File: config.mk
export PLATFORM = sky130hd
export DESIGN_NAME = decode_stage_flat
export DESIGN_NICKNAME = d
export VERILOG_FILES = /design/src/rtl/dec_pkg.sv /design/src/rtl/decode_stage_if.sv /design/src/rtl/dec_comb.sv /design/src/rtl/decode_stage.sv /design/src/flat_wrapper.sv
export SDC_FILE = /design/constraint.sdc
export NUM_CORES = 1
export LEC_CHECK = 0
export BUFFER_PORTS_ARGS = -buffer_cell sky130_fd_sc_hd__buf_2
export CAP_MARGIN = 20
export CORE_ASPECT_RATIO = 0.9
export CORE_MARGIN = 8
export CORE_UTILIZATION = 58
export DETAILED_ROUTE_END_ITERATION = 8
export PLACE_DENSITY = 0.85
export SYNTH_ARGS = -nofsm -noshare
export SYNTH_HDL_FRONTEND = slang
export SYNTH_SLANG_ARGS = --single-unit
File: constraint.sdc
create_clock -name clk -period 12.4 [get_ports clk]
set_clock_uncertainty 0.2 [all_clocks]
set_input_delay 0.62 -clock clk [delete_from_list [all_inputs] [get_ports clk]]
set_output_delay 0.62 -clock clk [all_outputs]
set_load 0.05 [all_outputs]
File: src/rtl/dec_pkg.sv
// Shared decode definitions for the RV decode stage.
//   - type_t : 23-bit one-hot instruction type, bit 22..0 =
//              JAL, JALR, BEQ, BNE, LD, SD, ADDI, SLTI, XORI, ORI, ANDI,
//              SLLI, SRLI, SRAI, ADD, SUB, SLL, SLT, XOR, SRL, SRA, OR, AND
//   - fmt_t  : 5-bit one-hot format {R, I, S, B, J}
//   - opcode and func7 constants, type-group masks, and fmt_of() which maps
//     a type to its format (zero for an all-zero / illegal type).
package dec_pkg;

  typedef logic [22:0] type_t;
  typedef logic [4:0]  fmt_t;

  localparam type_t T_JAL  = 23'd1 << 22;
  localparam type_t T_JALR = 23'd1 << 21;
  localparam type_t T_BEQ  = 23'd1 << 20;
  localparam type_t T_BNE  = 23'd1 << 19;
  localparam type_t T_LD   = 23'd1 << 18;
  localparam type_t T_SD   = 23'd1 << 17;
  localparam type_t T_ADDI = 23'd1 << 16;
  localparam type_t T_SLTI = 23'd1 << 15;
  localparam type_t T_XORI = 23'd1 << 14;
  localparam type_t T_ORI  = 23'd1 << 13;
  localparam type_t T_ANDI = 23'd1 << 12;
  localparam type_t T_SLLI = 23'd1 << 11;
  localparam type_t T_SRLI = 23'd1 << 10;
  localparam type_t T_SRAI = 23'd1 << 9;
  localparam type_t T_ADD  = 23'd1 << 8;
  localparam type_t T_SUB  = 23'd1 << 7;
  localparam type_t T_SLL  = 23'd1 << 6;
  localparam type_t T_SLT  = 23'd1 << 5;
  localparam type_t T_XOR  = 23'd1 << 4;
  localparam type_t T_SRL  = 23'd1 << 3;
  localparam type_t T_SRA  = 23'd1 << 2;
  localparam type_t T_OR   = 23'd1 << 1;
  localparam type_t T_AND  = 23'd1 << 0;

  localparam fmt_t F_R = 5'b10000;
  localparam fmt_t F_I = 5'b01000;
  localparam fmt_t F_S = 5'b00100;
  localparam fmt_t F_B = 5'b00010;
  localparam fmt_t F_J = 5'b00001;

  localparam logic [6:0] OPC_LOAD   = 7'b0000011;
  localparam logic [6:0] OPC_OP_IMM = 7'b0010011;
  localparam logic [6:0] OPC_STORE  = 7'b0100011;
  localparam logic [6:0] OPC_OP     = 7'b0110011;
  localparam logic [6:0] OPC_BRANCH = 7'b1100011;
  localparam logic [6:0] OPC_JALR   = 7'b1100111;
  localparam logic [6:0] OPC_JAL    = 7'b1101111;

  localparam logic [6:0] F7_BASE = 7'b0000000;
  localparam logic [6:0] F7_ALT  = 7'b0100000;

  localparam type_t SHIFT_IMM_TYPES = T_SLLI | T_SRLI | T_SRAI;
  localparam type_t I_TYPES = T_JALR | T_LD | T_ADDI | T_SLTI | T_XORI | T_ORI
                            | T_ANDI | SHIFT_IMM_TYPES;
  localparam type_t B_TYPES = T_BEQ | T_BNE;
  localparam type_t R_TYPES = T_ADD | T_SUB | T_SLL | T_SLT | T_XOR | T_SRL
                            | T_SRA | T_OR | T_AND;

  function automatic fmt_t fmt_of(input type_t t);
    fmt_t f;
    f = '0;
    if ((t & R_TYPES) != '0)      f = F_R;
    else if ((t & I_TYPES) != '0) f = F_I;
    else if ((t & T_SD) != '0)    f = F_S;
    else if ((t & B_TYPES) != '0) f = F_B;
    else if ((t & T_JAL) != '0)   f = F_J;
    return f;
  endfunction

endpackage

File: src/rtl/decode_stage_if.sv
// Fetch-side and downstream handshake bundle of the decode stage.
//   slave  : the decode stage (takes flush/in_*/out_ready, drives in_ready/out_*)
//   master : the environment around it (fetch + downstream)
interface decode_stage_if
  import dec_pkg::*;
#(
  parameter int XLEN = 64,
  parameter int PC_W = 32
);
  logic            flush;
  logic            in_valid;
  logic            in_ready;
  logic [31:0]     in_instr;
  logic [PC_W-1:0] in_pc;
  logic            out_valid;
  logic            out_ready;
  logic [PC_W-1:0] out_pc;
  type_t           out_type;
  fmt_t            out_format;
  logic [4:0]      out_rd;
  logic [4:0]      out_rs1;
  logic [4:0]      out_rs2;
  logic [XLEN-1:0] out_imm;
  logic            out_illegal;

  modport slave (
    input  flush, in_valid, in_instr, in_pc, out_ready,
    output in_ready, out_valid, out_pc, out_type, out_format,
           out_rd, out_rs1, out_rs2, out_imm, out_illegal
  );

  modport master (
    output flush, in_valid, in_instr, in_pc, out_ready,
    input  in_ready, out_valid, out_pc, out_type, out_format,
           out_rd, out_rs1, out_rs2, out_imm, out_illegal
  );
endinterface

File: src/rtl/dec_comb.sv
// Purely combinational RV instruction decoder.
//   instr   : 32-bit instruction word
//   ty      : one-hot instruction type (zero when illegal)
//   fmt     : one-hot format {R,I,S,B,J} (zero when illegal)
//   imm     : sign-extended immediate, zero-extended shamt for shift-immediates,
//             zero for R-type and illegal words
//   illegal : encoding not supported by this core
module dec_comb
  import dec_pkg::*;
#(
  parameter int XLEN = 64
) (
  input  logic [31:0]            instr,
  output type_t                  ty,
  output fmt_t                   fmt,
  output logic signed [XLEN-1:0] imm,
  output logic                   illegal
);

  // 64-bit loads/stores only exist on the 64-bit datapath.
  localparam bit HAS_DW = (XLEN == 64);

  logic [6:0] opcode;
  logic [6:0] f7;
  logic [2:0] f3;
  logic       sh_logic;
  logic       sh_arith;

  assign opcode = instr[6:0];
  assign f3     = instr[14:12];
  assign f7     = instr[31:25];

  // With XLEN=64 bit 25 belongs to the 6-bit shamt, so only [31:26] qualify
  // the shift; with XLEN=32 the full func7 must match and bit 25 must be 0.
  generate
    if (XLEN == 64) begin : g_sh64
      assign sh_logic = (instr[31:26] == 6'b000000);
      assign sh_arith = (instr[31:26] == 6'b010000);
    end else begin : g_sh32
      assign sh_logic = (f7 == F7_BASE);
      assign sh_arith = (f7 == F7_ALT);
    end
  endgenerate

  always_comb begin
    ty = '0;
    if (instr[1:0] == 2'b11) begin
      case (opcode)
        OPC_JAL:    ty = T_JAL;
        OPC_JALR:   if (f3 == 3'b000) ty = T_JALR;
        OPC_BRANCH: begin
          case (f3)
            3'b000:  ty = T_BEQ;
            3'b001:  ty = T_BNE;
            default: ty = '0;
          endcase
        end
        OPC_LOAD:   if (f3 == 3'b011 && HAS_DW) ty = T_LD;
        OPC_STORE:  if (f3 == 3'b011 && HAS_DW) ty = T_SD;
        OPC_OP_IMM: begin
          case (f3)
            3'b000:  ty = T_ADDI;
            3'b010:  ty = T_SLTI;
            3'b100:  ty = T_XORI;
            3'b110:  ty = T_ORI;
            3'b111:  ty = T_ANDI;
            3'b001:  if (sh_logic) ty = T_SLLI;
            3'b101:  ty = sh_logic ? T_SRLI : (sh_arith ? T_SRAI : '0);
            default: ty = '0;
          endcase
        end
        OPC_OP: begin
          case (f3)
            3'b000:  ty = (f7 == F7_BASE) ? T_ADD : ((f7 == F7_ALT) ? T_SUB : '0);
            3'b001:  if (f7 == F7_BASE) ty = T_SLL;
            3'b010:  if (f7 == F7_BASE) ty = T_SLT;
            3'b100:  if (f7 == F7_BASE) ty = T_XOR;
            3'b101:  ty = (f7 == F7_BASE) ? T_SRL : ((f7 == F7_ALT) ? T_SRA : '0);
            3'b110:  if (f7 == F7_BASE) ty = T_OR;
            3'b111:  if (f7 == F7_BASE) ty = T_AND;
            default: ty = '0;
          endcase
        end
        default: ty = '0;
      endcase
    end
  end

  assign fmt     = fmt_of(ty);
  assign illegal = (ty == '0);

  always_comb begin
    imm = '0;
    case (fmt)
      F_I: begin
        // For a legal XLEN=32 shift instr[25] is already known to be 0.
        if ((ty & SHIFT_IMM_TYPES) != '0) imm[5:0] = instr[25:20];
        else imm = {{(XLEN-12){instr[31]}}, instr[31:20]};
      end
      F_S: imm = {{(XLEN-12){instr[31]}}, instr[31:25], instr[11:7]};
      F_B: imm = {{(XLEN-13){instr[31]}}, instr[31], instr[7], instr[30:25],
                  instr[11:8], 1'b0};
      F_J: imm = {{(XLEN-21){instr[31]}}, instr[31], instr[19:12], instr[20],
                  instr[30:21], 1'b0};
      default: imm = '0;
    endcase
  end

endmodule

File: src/rtl/decode_stage.sv
// Registered RV decode stage between fetch and register read.
//   clk, rst : clock, asynchronous active-high reset
//   bus      : decode_stage_if.slave
//              flush            - drop both held entries and this cycle's input
//              in_valid/in_ready/in_instr/in_pc   - fetch handshake
//              out_valid/out_ready/out_*          - decoded entry to downstream
// Storage is a head (output) register plus one skid register, strict FIFO.
// in_ready is the registered inverse of skid occupancy, so it never depends
// combinationally on out_ready.
module decode_stage
  import dec_pkg::*;
#(
  parameter int XLEN = 64,
  parameter int PC_W = 32
) (
  input logic           clk,
  input logic           rst,
  decode_stage_if.slave bus
);

  typedef struct packed {
    logic [PC_W-1:0]        pc;
    type_t                  ty;
    fmt_t                   fmt;
    logic [4:0]             rd;
    logic [4:0]             rs1;
    logic [4:0]             rs2;
    logic signed [XLEN-1:0] imm;
    logic                   illegal;
  } entry_t;

  // Stage p0: combinational decode of the incoming word
  type_t                  ty_p0;
  fmt_t                   fmt_p0;
  logic signed [XLEN-1:0] imm_p0;
  logic                   ill_p0;
  entry_t                 ent_p0;

  dec_comb #(.XLEN(XLEN)) u_dec (
    .instr   (bus.in_instr),
    .ty      (ty_p0),
    .fmt     (fmt_p0),
    .imm     (imm_p0),
    .illegal (ill_p0)
  );

  always_comb begin
    ent_p0.pc      = bus.in_pc;
    ent_p0.ty      = ty_p0;
    ent_p0.fmt     = fmt_p0;
    ent_p0.rd      = bus.in_instr[11:7];
    ent_p0.rs1     = bus.in_instr[19:15];
    ent_p0.rs2     = bus.in_instr[24:20];
    ent_p0.imm     = imm_p0;
    ent_p0.illegal = ill_p0;
  end

  // Stage p1: head/skid registers
  entry_t head_p1;
  entry_t skid_p1;
  logic   vld_p1;
  logic   skid_vld_p1;
  logic   in_fire;
  logic   head_free;

  assign in_fire   = bus.in_valid && !skid_vld_p1;
  // Head may be overwritten when empty or when it drains this cycle.
  assign head_free = !vld_p1 || bus.out_ready;

  always_ff @(posedge clk or posedge rst) begin
    if (rst) begin
      vld_p1      <= 1'b0;
      skid_vld_p1 <= 1'b0;
      head_p1     <= '0;
      skid_p1     <= '0;
    end else if (bus.flush) begin
      vld_p1      <= 1'b0;
      skid_vld_p1 <= 1'b0;
    end else if (head_free) begin
      if (skid_vld_p1) begin
        // in_ready is low while skid is full, so nothing new arrives here.
        head_p1     <= skid_p1;
        vld_p1      <= 1'b1;
        skid_vld_p1 <= 1'b0;
      end else begin
        vld_p1 <= in_fire;
        if (in_fire) head_p1 <= ent_p0;
      end
    end else if (in_fire) begin
      skid_p1     <= ent_p0;
      skid_vld_p1 <= 1'b1;
    end
  end

  assign bus.in_ready    = !skid_vld_p1;
  assign bus.out_valid   = vld_p1;
  assign bus.out_pc      = head_p1.pc;
  assign bus.out_type    = head_p1.ty;
  assign bus.out_format  = head_p1.fmt;
  assign bus.out_rd      = head_p1.rd;
  assign bus.out_rs1     = head_p1.rs1;
  assign bus.out_rs2     = head_p1.rs2;
  assign bus.out_imm     = head_p1.imm;
  assign bus.out_illegal = head_p1.illegal;

endmodule
File: src/flat_wrapper.sv
// flat-port wrapper written by rule: the top's interface ports become plain ports
module decode_stage_flat import dec_pkg::*;
#(
  parameter int XLEN = 64,
  parameter int PC_W = 32
)
  (clk, rst, bus_flush, bus_in_valid, bus_in_instr, bus_in_pc, bus_out_ready, bus_in_ready, bus_out_valid, bus_out_pc, bus_out_type, bus_out_format, bus_out_rd, bus_out_rs1, bus_out_rs2, bus_out_imm, bus_out_illegal);
  decode_stage_if #(.XLEN(XLEN), .PC_W(PC_W)) bus_i ();
  input logic clk;
  input logic rst;
  input wire logic [$bits(bus_i.flush)-1:0] bus_flush;
  input wire logic [$bits(bus_i.in_valid)-1:0] bus_in_valid;
  input wire logic [$bits(bus_i.in_instr)-1:0] bus_in_instr;
  input wire logic [$bits(bus_i.in_pc)-1:0] bus_in_pc;
  input wire logic [$bits(bus_i.out_ready)-1:0] bus_out_ready;
  output wire logic [$bits(bus_i.in_ready)-1:0] bus_in_ready;
  output wire logic [$bits(bus_i.out_valid)-1:0] bus_out_valid;
  output wire logic [$bits(bus_i.out_pc)-1:0] bus_out_pc;
  output wire logic [$bits(bus_i.out_type)-1:0] bus_out_type;
  output wire logic [$bits(bus_i.out_format)-1:0] bus_out_format;
  output wire logic [$bits(bus_i.out_rd)-1:0] bus_out_rd;
  output wire logic [$bits(bus_i.out_rs1)-1:0] bus_out_rs1;
  output wire logic [$bits(bus_i.out_rs2)-1:0] bus_out_rs2;
  output wire logic [$bits(bus_i.out_imm)-1:0] bus_out_imm;
  output wire logic [$bits(bus_i.out_illegal)-1:0] bus_out_illegal;
  assign bus_i.flush = bus_flush;
  assign bus_i.in_valid = bus_in_valid;
  assign bus_i.in_instr = bus_in_instr;
  assign bus_i.in_pc = bus_in_pc;
  assign bus_i.out_ready = bus_out_ready;
  assign bus_in_ready = bus_i.in_ready;
  assign bus_out_valid = bus_i.out_valid;
  assign bus_out_pc = bus_i.out_pc;
  assign bus_out_type = bus_i.out_type;
  assign bus_out_format = bus_i.out_format;
  assign bus_out_rd = bus_i.out_rd;
  assign bus_out_rs1 = bus_i.out_rs1;
  assign bus_out_rs2 = bus_i.out_rs2;
  assign bus_out_imm = bus_i.out_imm;
  assign bus_out_illegal = bus_i.out_illegal;
  decode_stage #(.XLEN(XLEN), .PC_W(PC_W)) u_core (.clk(clk), .rst(rst), .bus(bus_i));
endmodule
==> results of run 1 <==
## cell usage after synthesis (3+ instances only)
cell / n
dfrtp_1: 196
and3_1: 12
nor4_1: 3
o31ai_1: 16
a21oi_1: 40
and2_1: 3
a211oi_1: 8
nand2_1: 279
a31oi_1: 15
nor2b_1: 3
buf_4: 44
or3_1: 13
o21ai_0: 84
o41ai_1: 7
o311ai_0: 5
or4_1: 6
o21a_1: 3
mux2i_1: 48
o21ai_1: 19
clkbuf_1: 62
nand2b_1: 4
nand3_1: 28
o21ai_2: 4
buf_2: 4
nor2_1: 28
nor3_1: 11
inv_1: 8
nand4_1: 5
## routing by layer
layer  vias up  part of all wire (%)
li1       3603                     -
met1      3658                    42
met2       344                    46
met3        38                    10
met4         0                   2.2
met5         -                     0
## final cells by class
type,count,area [um2],area share (%)
Multi-Input combinational cell,671,3625,34.36
Inverter,8,37.54,0.3558
Timing Repair Buffer,217,1124,10.65
Clock buffer,17,425.4,4.032
Antenna cell,1,2.502,0.02372
Sequential cell,196,4908,46.53
Clock inverter,15,175.2,1.660
Tap cell,202,252.7,2.396
## flip-flops by register name (all words and copies together), names as in the netlist
name / cells
u_core.skid_p1: 97
u_core.bus.out_rd: 5
u_core.bus.out_rs2: 5
u_core.bus.out_type: 23
u_core.bus.out_imm: 21
u_core.bus.out_pc: 32
u_core.bus.out_rs1: 5
u_core.skid_vld_p1: 1
u_core.bus.out_illegal: 1
u_core.bus.out_format: 5
u_core.bus.out_valid: 1
## power by group through the flow
| stage | Combinational, mW | Clock (mW) | Sequential [mW] |
|---|---|---|---|
| finish | 0.329 | 0.561 | 0.762 |
| global route | 0.355 | 0.595 | 0.770 |
| CTS | 0.333 | 0.568 | 0.761 |
| detailed placement | 0.331 | 0 | 0.773 |
| global placement | 0.322 | 0 | 0.768 |
| floorplan | 0.109 | 0 | 0.897 |
## logic make-up after synthesis
kind of cell / count (synthesis)
DFF: 196
and+or+nand+nor: 410
buffers and inverters: 122
AOI/OAI and AO/OA: 212
muxes: 49
## critical path, stage by stage (launching register included)
cell	delay [ns]
dfrtp_4	0.75
nor2_1	0.33
or3_4	0.47
buf_4	0.82
nor2_1	0.27
a31oi_1	0.25
## worst max-delay path by stage
stage	cells after the start	startpoint	slack [ns]	to
after floorplan	1	rst	6.24	u_core.bus.out_format[0]$_DFFE_PP0P_
after global placement	5	u_core.skid_vld_p1$_DFFE_PP0P_	9.28	u_core.bus.out_imm[2]$_DFFE_PP0P_
after detailed placement	5	u_core.skid_vld_p1$_DFFE_PP0P_	9.20	u_core.bus.out_imm[2]$_DFFE_PP0P_
after CTS	5	u_core.skid_vld_p1$_DFFE_PP0P_	9.17	u_core.bus.out_imm[1]$_DFFE_PP0P_
after global routing	5	u_core.skid_vld_p1$_DFFE_PP0P_	8.92	u_core.bus.out_imm[1]$_DFFE_PP0P_
final	5	u_core.skid_vld_p1$_DFFE_PP0P_	9.18	u_core.bus.out_imm[1]$_DFFE_PP0P_
## metrics by stage
stage	setup slack [ns]	cells	util (%)	area, um2
final	9.177	1327	68.33	10550
after global routing	8.922	1326	68.31	10550
after CTS	9.170	1326	68.31	10550
after detailed placement	9.198	1294	64.42	9947
after global placement	9.284	1293	64.24	9920
after floorplan	6.239	989	-	9158
## layout by cell type (no fill, tap or decap), types with 15 or more instances in the layout
master,count
dfrtp_1,195
nand3_1,28
a31oi_1,15
nand2_1,278
o31ai_1,16
buf_2,210
o21ai_0,84
o21ai_1,19
clkbuf_16,17
a21oi_1,40
mux2i_1,48
nor2_1,28
==> flow_metrics.env, run 1 <==
export IMPL_status="finished, final reports clean"
export IMPL_gr_usage_met3_pct=8.383
export IMPL_power_leakage_nw=5.121
export IMPL_yosys_area_share_simple_pct=19.72
export IMPL_startpoint_type="register"
export IMPL_synth_cells=989
export IMPL_clock_sinks=196
export IMPL_grt_pass1_vias=7423
export IMPL_synth_top_area_share_pct=53.56
export IMPL_grt_max_degree=126
export IMPL_synth_top_area_cell="dfrtp_1"
export IMPL_clkPwrFrac_pct=33.9
export IMPL_seq_power_share_pct=46.1
export IMPL_postCtsSetupRepairBufs=0
export IMPL_setup_tns_ns=0
export IMPL_synth_flop_cell="dfrtp_1"
export IMPL_arrival_ns=3.37
export IMPL_ys_ff_latch=196
export IMPL_insertion_delay_ns=0.44
export IMPL_root_buffer="clkbuf_16"
export IMPL_wire_per_inst_um=17.98
export IMPL_drt_wl_total_mm=23.85
export IMPL_finalCriticalPeriod_ns=3.223
export IMPL_place_congestion=0.8945
export IMPL_top_usage_layer="met2"
export IMPL_path_max_fanout=105
export IMPL_max_freq_mhz=310.3
export IMPL_synth_top_family_by_area="simple AND/OR/NAND/NOR gates"
export IMPL_drv_cap=0
export IMPL_hpwl_mm=16.02
export IMPL_grt_setup_unrepaired="false"
export IMPL_reg2regPathDepth=5
export IMPL_total_power_mw=1.652
export IMPL_synth_xor_area_share_pct=0
export IMPL_via_per_inst=5.760
export IMPL_clockBufferDepth=2
export IMPL_rows=43
export IMPL_ant_nets=0
export IMPL_synth_compound_area_share_pct=14.29
export IMPL_htree_levels=4
export IMPL_ir_drop_mv=0.1204
export IMPL_antenna_found_initial=0
export IMPL_p_per_area_mw_per_mm2=156.6
export IMPL_post_route_cells_drive_above_1_share_pct=24.38
export IMPL_grt_overflow=0
export IMPL_hold_buffers=0
export IMPL_syn2layout_area_growth_pct=15.21
export IMPL_cts_resized=0
export IMPL_synthTopCellsByArea="dfrtp_1, nand2_1, mux2i_1"
export IMPL_slew_violations=0
export IMPL_netlist_area_mm2=0.009158
export IMPL_cp_required_ns=12.55
export IMPL_hp_class="in -> async"
export IMPL_drt_iter0_markers=662
export IMPL_synth_edf_count=0
export IMPL_ys_seq_area_share_pct=53.56
export IMPL_coreArea_mm2=0.01544
export IMPL_tightest_slew_ns=0.9575
export IMPL_synth_mux_area_share_pct=5.370
export IMPL_r2r_start="u_core.skid_vld_p1$_DFFE_PP0P_"
export IMPL_timing_rr_end="u_core.bus.out_imm[1]$_DFFE_PP0P_"
export IMPL_holdWs_ns=0.1633
export IMPL_clk_pin_slew_ns=0.07
export IMPL_vias=7643
export IMPL_finalHoldViolCount=0
export IMPL_p_sw_uw=553.1
export IMPL_end_kind="register"
export IMPL_remaining_drc_errors=0
export IMPL_r2r_setup_slack_ns=9.18
export IMPL_grtUsageMet2_pct=36.33
export IMPL_fp_dieW_um=148.5
export IMPL_grt_total_usage_pct=23.99
export IMPL_nNetsFinal=1180
export IMPL_power_share_switching_pct=33.47
export IMPL_dieArea_mm2=0.02007
export IMPL_max_slew_margin_pct=36.17
export IMPL_cts_buffers=17
export IMPL_gr_usage_met1_pct=31.56
export IMPL_num_io_pins=211
export IMPL_grt_pass1_wl_mm=38.76
export IMPL_postSynthAreaPerCell_um2=9.259
export IMPL_synth_adder_area_share_pct=0
export IMPL_dieHeight_um=135.2
export IMPL_firstDrtPassIters=5
export IMPL_initial_core_util_pct=59.31
export IMPL_setup_viol=0
export IMPL_finalCritPeriodShare_pct=25.99
export IMPL_yosysWarnings=0
export IMPL_synthArstFlopShare_pct=100.0
export IMPL_syn_num_nets=1058
export IMPL_fillers=1234
export IMPL_intPower_mw=1.099
export IMPL_synth_cell_types=50
export IMPL_crit_type="reg -> reg"
export IMPL_io_buffer_count=210
export IMPL_combinationalPowerShare_pct=19.9
export IMPL_cts_tree="built"
No activity file was read; power rests on OpenSTA's default activity.
==> run 2, diff against run 1 <==
--- a/config.mk
+++ b/config.mk
@@ -5,13 +5,14 @@
 export SDC_FILE = /design/constraint.sdc
 export NUM_CORES = 1
 export LEC_CHECK = 0
+export ABC_AREA = 1
 export BUFFER_PORTS_ARGS = -buffer_cell sky130_fd_sc_hd__buf_2
 export CAP_MARGIN = 20
 export CORE_ASPECT_RATIO = 0.9
 export CORE_MARGIN = 8
-export CORE_UTILIZATION = 58
+export CORE_UTILIZATION = 49
 export DETAILED_ROUTE_END_ITERATION = 8
-export PLACE_DENSITY = 0.85
+export PLACE_DENSITY = 0.76
 export SYNTH_ARGS = -nofsm -noshare
 export SYNTH_HDL_FRONTEND = slang
 export SYNTH_SLANG_ARGS = --single-unit
==> constraint.sdc (replaced) <==
create_clock -name clk -period 2.9 [get_ports clk]
set_clock_uncertainty 0.2 [all_clocks]
set_input_delay 0.145 -clock clk [delete_from_list [all_inputs] [get_ports clk]]
set_output_delay 0.145 -clock clk [all_outputs]
set_load 0.05 [all_outputs]
==> run 2 against run 1 <==
  * Critical path depth up 5
  * Sequential share of layout area down 4.0 points
  * First-iteration DRC count up 4.7%
  * Synthesized area up 2.1%
  * Hold slack worse by 0.13 ns
  * Flip-flop and latch count unchanged
==> flow_metrics.env, run 2 <==
export IMPL_status="finished, final reports clean"
export IMPL_synth_cells=1154
export IMPL_drt_wl_total_mm=25.51
export IMPL_largest_register_ffs=97
export IMPL_setup_viol=0
export IMPL_root_buffer="clkbuf_16"
export IMPL_hpwl_mm=17.20
export IMPL_nNetsFinal=1421
export IMPL_cts_resized=0
export IMPL_hold_depth=5
export IMPL_fillers=1639
export IMPL_final_common_cell="nand2_1"
export IMPL_min_to="u_core.skid_p1[15]$_DFFE_PP0P_"
export IMPL_setup_tns_ns=0
export IMPL_max_freq_mhz=428.5
export IMPL_p_per_area_mw_per_mm2=627.5
export IMPL_combinationalPowerShare_pct=21.4
export IMPL_num_io_pins=211
export IMPL_postSynthAreaPerCell_um2=8.099
export IMPL_synth_flop_cell="dfrtp_1"
export IMPL_syn2layout_area_growth_pct=23.53
export IMPL_grt_total_usage_pct=21.69
export IMPL_layout_common_cells="nand2_1, buf_2, dfrtp_1"
export IMPL_synth_edf_count=0
export IMPL_max_slew_margin_pct=35.23
export IMPL_power_leakage_nw=6.262
export IMPL_cts_buffers=17
export IMPL_yosysWarnings=0
export IMPL_finalCritPeriodShare_pct=80.47
export IMPL_drv_cap=0
export IMPL_timing_rr_end="u_core.skid_vld_p1$_DFFE_PP0P_"
export IMPL_r2r_start="u_core.bus.out_valid$_DFFE_PP0N_"
export IMPL_place_congestion=0.8804
export IMPL_clockBufferDepth=2
export IMPL_rows=48
export IMPL_post_synth_top_count_cell="nand2_1"
export IMPL_largest_register="u_core.skid_p1"
export IMPL_io_buffer_count=210
export IMPL_intPower_mw=4.825
export IMPL_wire_per_inst_um=15.79
export IMPL_htree_levels=4
export IMPL_netlist_area_mm2=0.009346
export IMPL_tightest_slew_ns=0.9715
export IMPL_initial_core_util_pct=49.40
export IMPL_synthTopCellsByArea="dfrtp_1, nand2_1, o21ai_0"
export IMPL_clk_pin_slew_ns=0.07
export IMPL_coreArea_mm2=0.01892
export IMPL_clock_sinks=196
export IMPL_arrival_ns=2.49
export IMPL_antenna_found_initial=0
export IMPL_remaining_drc_errors=0
export IMPL_dieArea_mm2=0.02376
export IMPL_startpoint_type="input port"
export IMPL_grt_pass1_wl_mm=41.83
export IMPL_cts_tree="built"
export IMPL_synth_top_area_share_pct=52.48
export IMPL_holdWs_ns=0.02993
export IMPL_ir_drop_mv=0.4243
export IMPL_finalHoldViolCount=0
export IMPL_power_share_switching_pct=33.41
export IMPL_grt_overflow=0
export IMPL_crit_type="in -> reg"
export IMPL_crit_path_start="bus_in_instr[3]"
export IMPL_hp_class="in -> reg"
export IMPL_hold_start="bus_in_instr[14]"
export IMPL_finalCriticalPeriod_ns=2.334
export IMPL_firstDrtPassIters=5
export IMPL_via_per_inst=5.093
export IMPL_post_route_cells_drive_above_1_share_pct=21.98
export IMPL_fp_dieW_um=161.6
export IMPL_synth_top_area_cell="dfrtp_1"
export IMPL_p_sw_mw=2.421
export IMPL_drt_iter0_markers=693
export IMPL_syn_num_nets=1223
export IMPL_path_max_fanout=12
export IMPL_seqCellArea_mm2=0.004906
export IMPL_multi_input_area_mm2=0.003512
export IMPL_synthTopCellsByCount="nand2_1, dfrtp_1, o21ai_0"
export IMPL_vias=8226
export IMPL_grt_setup_unrepaired="false"
export IMPL_r2r_setup_slack_ns=0.60
export IMPL_ant_nets=0
export IMPL_reg2regPathDepth=4
export IMPL_grt_pass1_vias=7866
export IMPL_dieHeight_um=147.0
export IMPL_synth_cell_types=32
export IMPL_end_kind="register"
export IMPL_insertion_delay_ns=0.44
export IMPL_slew_violations=0
export IMPL_ys_seq_area_share_pct=52.48
export IMPL_seq_power_share_pct=44.9
export IMPL_antenna_cells=0
export IMPL_clkPwrFrac_pct=33.7
export IMPL_grt_max_degree=129
export IMPL_synthArstFlopShare_pct=100.0
export IMPL_cp_required_ns=3.05
export IMPL_ys_ff_latch=196
==> run 2: how the worst max path moves through the flow <==
stage / to / slack, ns / depth (start not counted)
after floorplan: u_core.bus.out_format[0]$_DFFE_PP0P_ / 0.02 / 1
after global placement: u_core.bus.out_imm[9]$_DFFE_PP0P_ / 0.66 / 6
after detailed placement: u_core.bus.out_imm[7]$_DFFE_PP0P_ / 0.62 / 6
after CTS: bus_in_ready / 0.26 / 3
after global routing: u_core.bus.out_imm[62]$_DFFE_PP0P_ / 0.45 / 6
final: u_core.bus.out_imm[10]$_DFFE_PP0P_ / 0.57 / 10
==> run 2: logic make-up after synthesis <==
group	synth area share (%)
DFF	52.48
buffers and inverters	10.09
and+or+nand+nor	21.04
AOI/OAI and AO/OA	16.39
==> run 2: through the flow <==
step	std cells	util, %	power, mW	area [um2]	setup slack, ns
4_1_cts	1614	60.93	7.293	11530	0.2627
6_report	1615	61.03	7.246	11550	0.5663
3_3_place_gp	1519	54.38	4.741	10290	0.6640
2_1_floorplan	1154	-	4.400	9350	0.02262
3_5_place_dp	1519	54.38	4.787	10290	0.6198
5_1_grt	1615	61.03	7.572	11550	0.4512
==> run 2: repair_timing <==
action                    CTS  global route
hold buffers               63             0
hold endpoints to repair  335             0
buffers inserted            0             0
==> run 2: layout make-up <==
type	count	share of cell area, %
clock buffer	19	3.836
clock inverter	13	1.420
inverter	85	2.828
multi-input combinational	764	30.42
sequential	196	42.49
tap	250	2.709
timing repair buffer	288	16.30
==> run 2: worst max-delay path: stages <==
cell,delay [ns]
dlygate4sd3_1,0.52
buf_2,0.15
nor3_1,0.23
dlygate4sd3_1,0.61
nand3_2,0.13
nand3_1,0.14
nor2_2,0.06
nand3_2,0.22
a21oi_1,0.10
o21ai_0,0.18
==> run 2: layer usage <==
metal / track usage (%) / up-vias / wire [um] / part of all wire, %
met5: 0 / - / 0 / 0
met4: 6.707 / 0 / 545 / 2.1
met3: 4.923 / 40 / 1616 / 6.3
met2: 34.07 / 267 / 11880 / 47
met1: 29.45 / 3830 / 11470 / 45
li1: - / 4089 / - / -
==> run 2: power groups by stage <==
stage / Sequential (mW) / Clock [mW] / Combinational [mW]
after floorplan: 3.77 / 0 / 0.628
after global placement: 3.28 / 0 / 1.46
after detailed placement: 3.30 / 0 / 1.49
after CTS: 3.25 / 2.49 / 1.56
after global routing: 3.29 / 2.59 / 1.69
final: 3.25 / 2.44 / 1.55
==> run 3, diff against run 2 <==
--- a/config.mk
+++ b/config.mk
@@ -5,14 +5,14 @@
 export SDC_FILE = /design/constraint.sdc
 export NUM_CORES = 1
 export LEC_CHECK = 0
-export ABC_AREA = 1
+export ABC_AREA = 0
 export BUFFER_PORTS_ARGS = -buffer_cell sky130_fd_sc_hd__buf_2
 export CAP_MARGIN = 20
 export CORE_ASPECT_RATIO = 0.9
 export CORE_MARGIN = 8
-export CORE_UTILIZATION = 49
+export CORE_UTILIZATION = 54
 export DETAILED_ROUTE_END_ITERATION = 8
-export PLACE_DENSITY = 0.76
+export PLACE_DENSITY = 0.8
 export SYNTH_ARGS = -nofsm -noshare
 export SYNTH_HDL_FRONTEND = slang
 export SYNTH_SLANG_ARGS = --single-unit
==> constraint.sdc (replaced) <==
create_clock -name clk -period 2.34 [get_ports clk]
set_clock_uncertainty 0.2 [all_clocks]
set_input_delay 0.117 -clock clk [delete_from_list [all_inputs] [get_ports clk]]
set_output_delay 0.117 -clock clk [all_outputs]
set_load 0.05 [all_outputs]
==> run 3 against run 2 <==
  * Cell count is 10% lower
  * Global-route usage is 2.5 points higher
  * Combinational power is 23% higher
  * Critical path depth is 2 lower
  * Largest cell class unchanged
  * Sequential share of layout area is 0.62 points lower
  * Clock-buffer cell count is 1 lower
  * First-iteration DRC count is 25% lower
  * Highest routed layer unchanged
  * Design area is 1.5% higher
  * Flip-flop and latch count stayed put
==> flow_metrics.env, run 3 (synthesized netlist as in run 1, its figures left out) <==
export IMPL_power_leakage_nw=5.647
export IMPL_cts_tree="built"
export IMPL_root_buffer="clkbuf_16"
export IMPL_ir_drop_mv=0.6989
export IMPL_layout_common_cells="nand2_1, buf_2, dfrtp_1"
export IMPL_io_buffer_count=210
export IMPL_place_congestion=0.8961
export IMPL_finalHoldViolCount=0
export IMPL_drv_cap=0
export IMPL_post_route_cells_drive_above_1_share_pct=25.61
export IMPL_max_slew_margin_pct=59.77
export IMPL_initial_core_util_pct=54.76
export IMPL_arrival_ns=2.46
export IMPL_place_area_mm2=0.01026
export IMPL_grt_overflow=0
export IMPL_drt_iter0_markers=517
export IMPL_p_per_area_mw_per_mm2=776.9
export IMPL_vias=8223
export IMPL_status="finished, final reports clean"
export IMPL_finalInstanceArea_mm2=0.01172
export IMPL_hp_class="in -> async"
export IMPL_clockBufferDepth=2
export IMPL_antenna_found_initial=1
export IMPL_crit_type="in -> reg"
export IMPL_finalCritPeriodShare_pct=98.73
export IMPL_finalCriticalPeriod_ns=2.310
export IMPL_dieHeight_um=139.5
export IMPL_firstDrtPassIters=6
export IMPL_slew_violations=0
export IMPL_remaining_drc_errors=0
export IMPL_htree_levels=4
export IMPL_clk_pin_slew_ns=0.07
export IMPL_clock_sinks=196
export IMPL_drt_wl_total_mm=26.14
export IMPL_via_per_inst=5.687
export IMPL_fp_dieW_um=153.3
export IMPL_hpwl_mm=17.18
export IMPL_syn2layout_area_growth_pct=28.02
export IMPL_path_max_fanout=8
export IMPL_max_freq_mhz=432.8
export IMPL_total_power_mw=9.108
export IMPL_cp_required_ns=2.49
export IMPL_largest_register_ffs=97
export IMPL_largest_register="u_core.skid_p1"
export IMPL_rows=45
export IMPL_insertion_delay_ns=0.43
export IMPL_final_common_cell="nand2_1"
export IMPL_wire_per_inst_um=18.08
export IMPL_tightest_slew_ns=0.6022
export IMPL_grt_pass1_wl_mm=41.95
export IMPL_grt_pass1_vias=8037
export IMPL_startpoint_type="input port"
export IMPL_grt_max_degree=63
export IMPL_ant_nets=0
export IMPL_grt_setup_unrepaired="true"
export IMPL_nNetsFinal=1290
export IMPL_end_kind="register"
export IMPL_setup_viol=0
export IMPL_num_io_pins=211
export IMPL_grt_total_usage_pct=24.19
export IMPL_dieArea_mm2=0.02139
export IMPL_coreArea_mm2=0.01672
export IMPL_cts_buffers=17
export IMPL_fillers=1237
-- run 3: cell types whose count changed in the layout (fill, tap and decap cells not counted), moves of 8 or more --
| cell | change |
|---|---|
| buf_4 | +28 |
| inv_1 | -73 |
| o21ai_1 | -48 |
| dlygate4sd3_1 | +8 |
| and3_1 | +12 |
| mux2i_1 | +48 |
| nor2_2 | -8 |
| nand2_1 | -70 |
| a31oi_1 | +14 |
| or3_1 | +12 |
| nor2_1 | -25 |
| o21ai_0 | -74 |
| o31ai_1 | +16 |
| a211oi_1 | +8 |
-- run 3: area by class of cell --
type	count	area (um2)	share of cell area, %
clock inverters	14	202.7	1.729
diodes	1	2.502	0.02134
well taps	211	264.0	2.252
multi-input cells	672	3666	31.27
flip-flops and latches	196	4908	41.87
repair buffers	326	2203	18.79
clock buffers	18	439.2	3.746
inverters	8	37.54	0.3202
-- run 3: what timing repair did --
action / CTS / global route
gates cloned: 0 / 1
endpoints found under the setup margin: 1 / 40
pin swaps: 0 / 4
buffers inserted: 0 / 6
hold buffers: 71 / 0
resized for setup: 1 / 7
endpoints found under the hold margin: 309 / 0
-- run 3: path summary, 6_finish.rpt --
| kind | from | to | slack, ns | cells after the start |
|---|---|---|---|---|
| min in group clk | bus_in_instr[6] | u_core.skid_p1[99]$_DFFE_PP0P_ | 0.20 | 5 |
| max in group asynchronous | rst | u_core.skid_p1[100]$_DFFE_PP0P_ | 1.16 | 4 |
| hold reg to reg | u_core.bus.out_pc[4]$_DFFE_PP0P_ | u_core.bus.out_pc[4]$_DFFE_PP0P_ | 0.27 | 2 |
| hold / removal | rst | u_core.bus.out_pc[8]$_DFFE_PP0P_ | 0.11 | 3 |
| setup reg to reg | u_core.skid_vld_p1$_DFFE_PP0P_ | u_core.skid_p1[15]$_DFFE_PP0P_ | 0.15 | 5 |
| setup / recovery | bus_in_instr[3] | u_core.bus.out_type[3]$_DFFE_PP0P_ | 0.03 | 8 |
-- run 3: metal layers --
metal | GRT usage [%] | vias up | share of wire, %
li1 | - | 3819 | -
met1 | 30.78 | 3972 | 41
met2 | 38.88 | 384 | 47
met3 | 7.490 | 48 | 9.5
met4 | 7.648 | 0 | 2.1
met5 | 0 | - | 0
-- run 3: stage by stage --
step	cells	hold slack (ns)	worst slack [ns]	util [%]	TNS [ns]
2_1_floorplan	989	-0.01986	-0.5094	-	-99.84
3_3_place_gp	1335	0.01804	0.1499	61.37	0
3_5_place_dp	1335	0.01471	0.1201	61.37	0
4_1_cts	1438	0.09528	0.01891	69.48	0
5_1_grt	1446	0.1359	-0.04117	70.11	-0.06154
6_report	1446	0.1113	0.02970	70.11	0
-- run 3: power by group --
part	internal, mW	switching, mW
clock	1.83	1.33
sequential	3.80	0.229
combinational	0.529	1.38
-- run 3: critical path, cell delays in order --
cell and delay (ns):
dlygate4sd3_1 0.54, buf_2 0.18, nor3_4 0.25, nand3_2 0.16
or4_4 0.55, buf_4 0.17, or3_1 0.33, a31oi_1 0.16
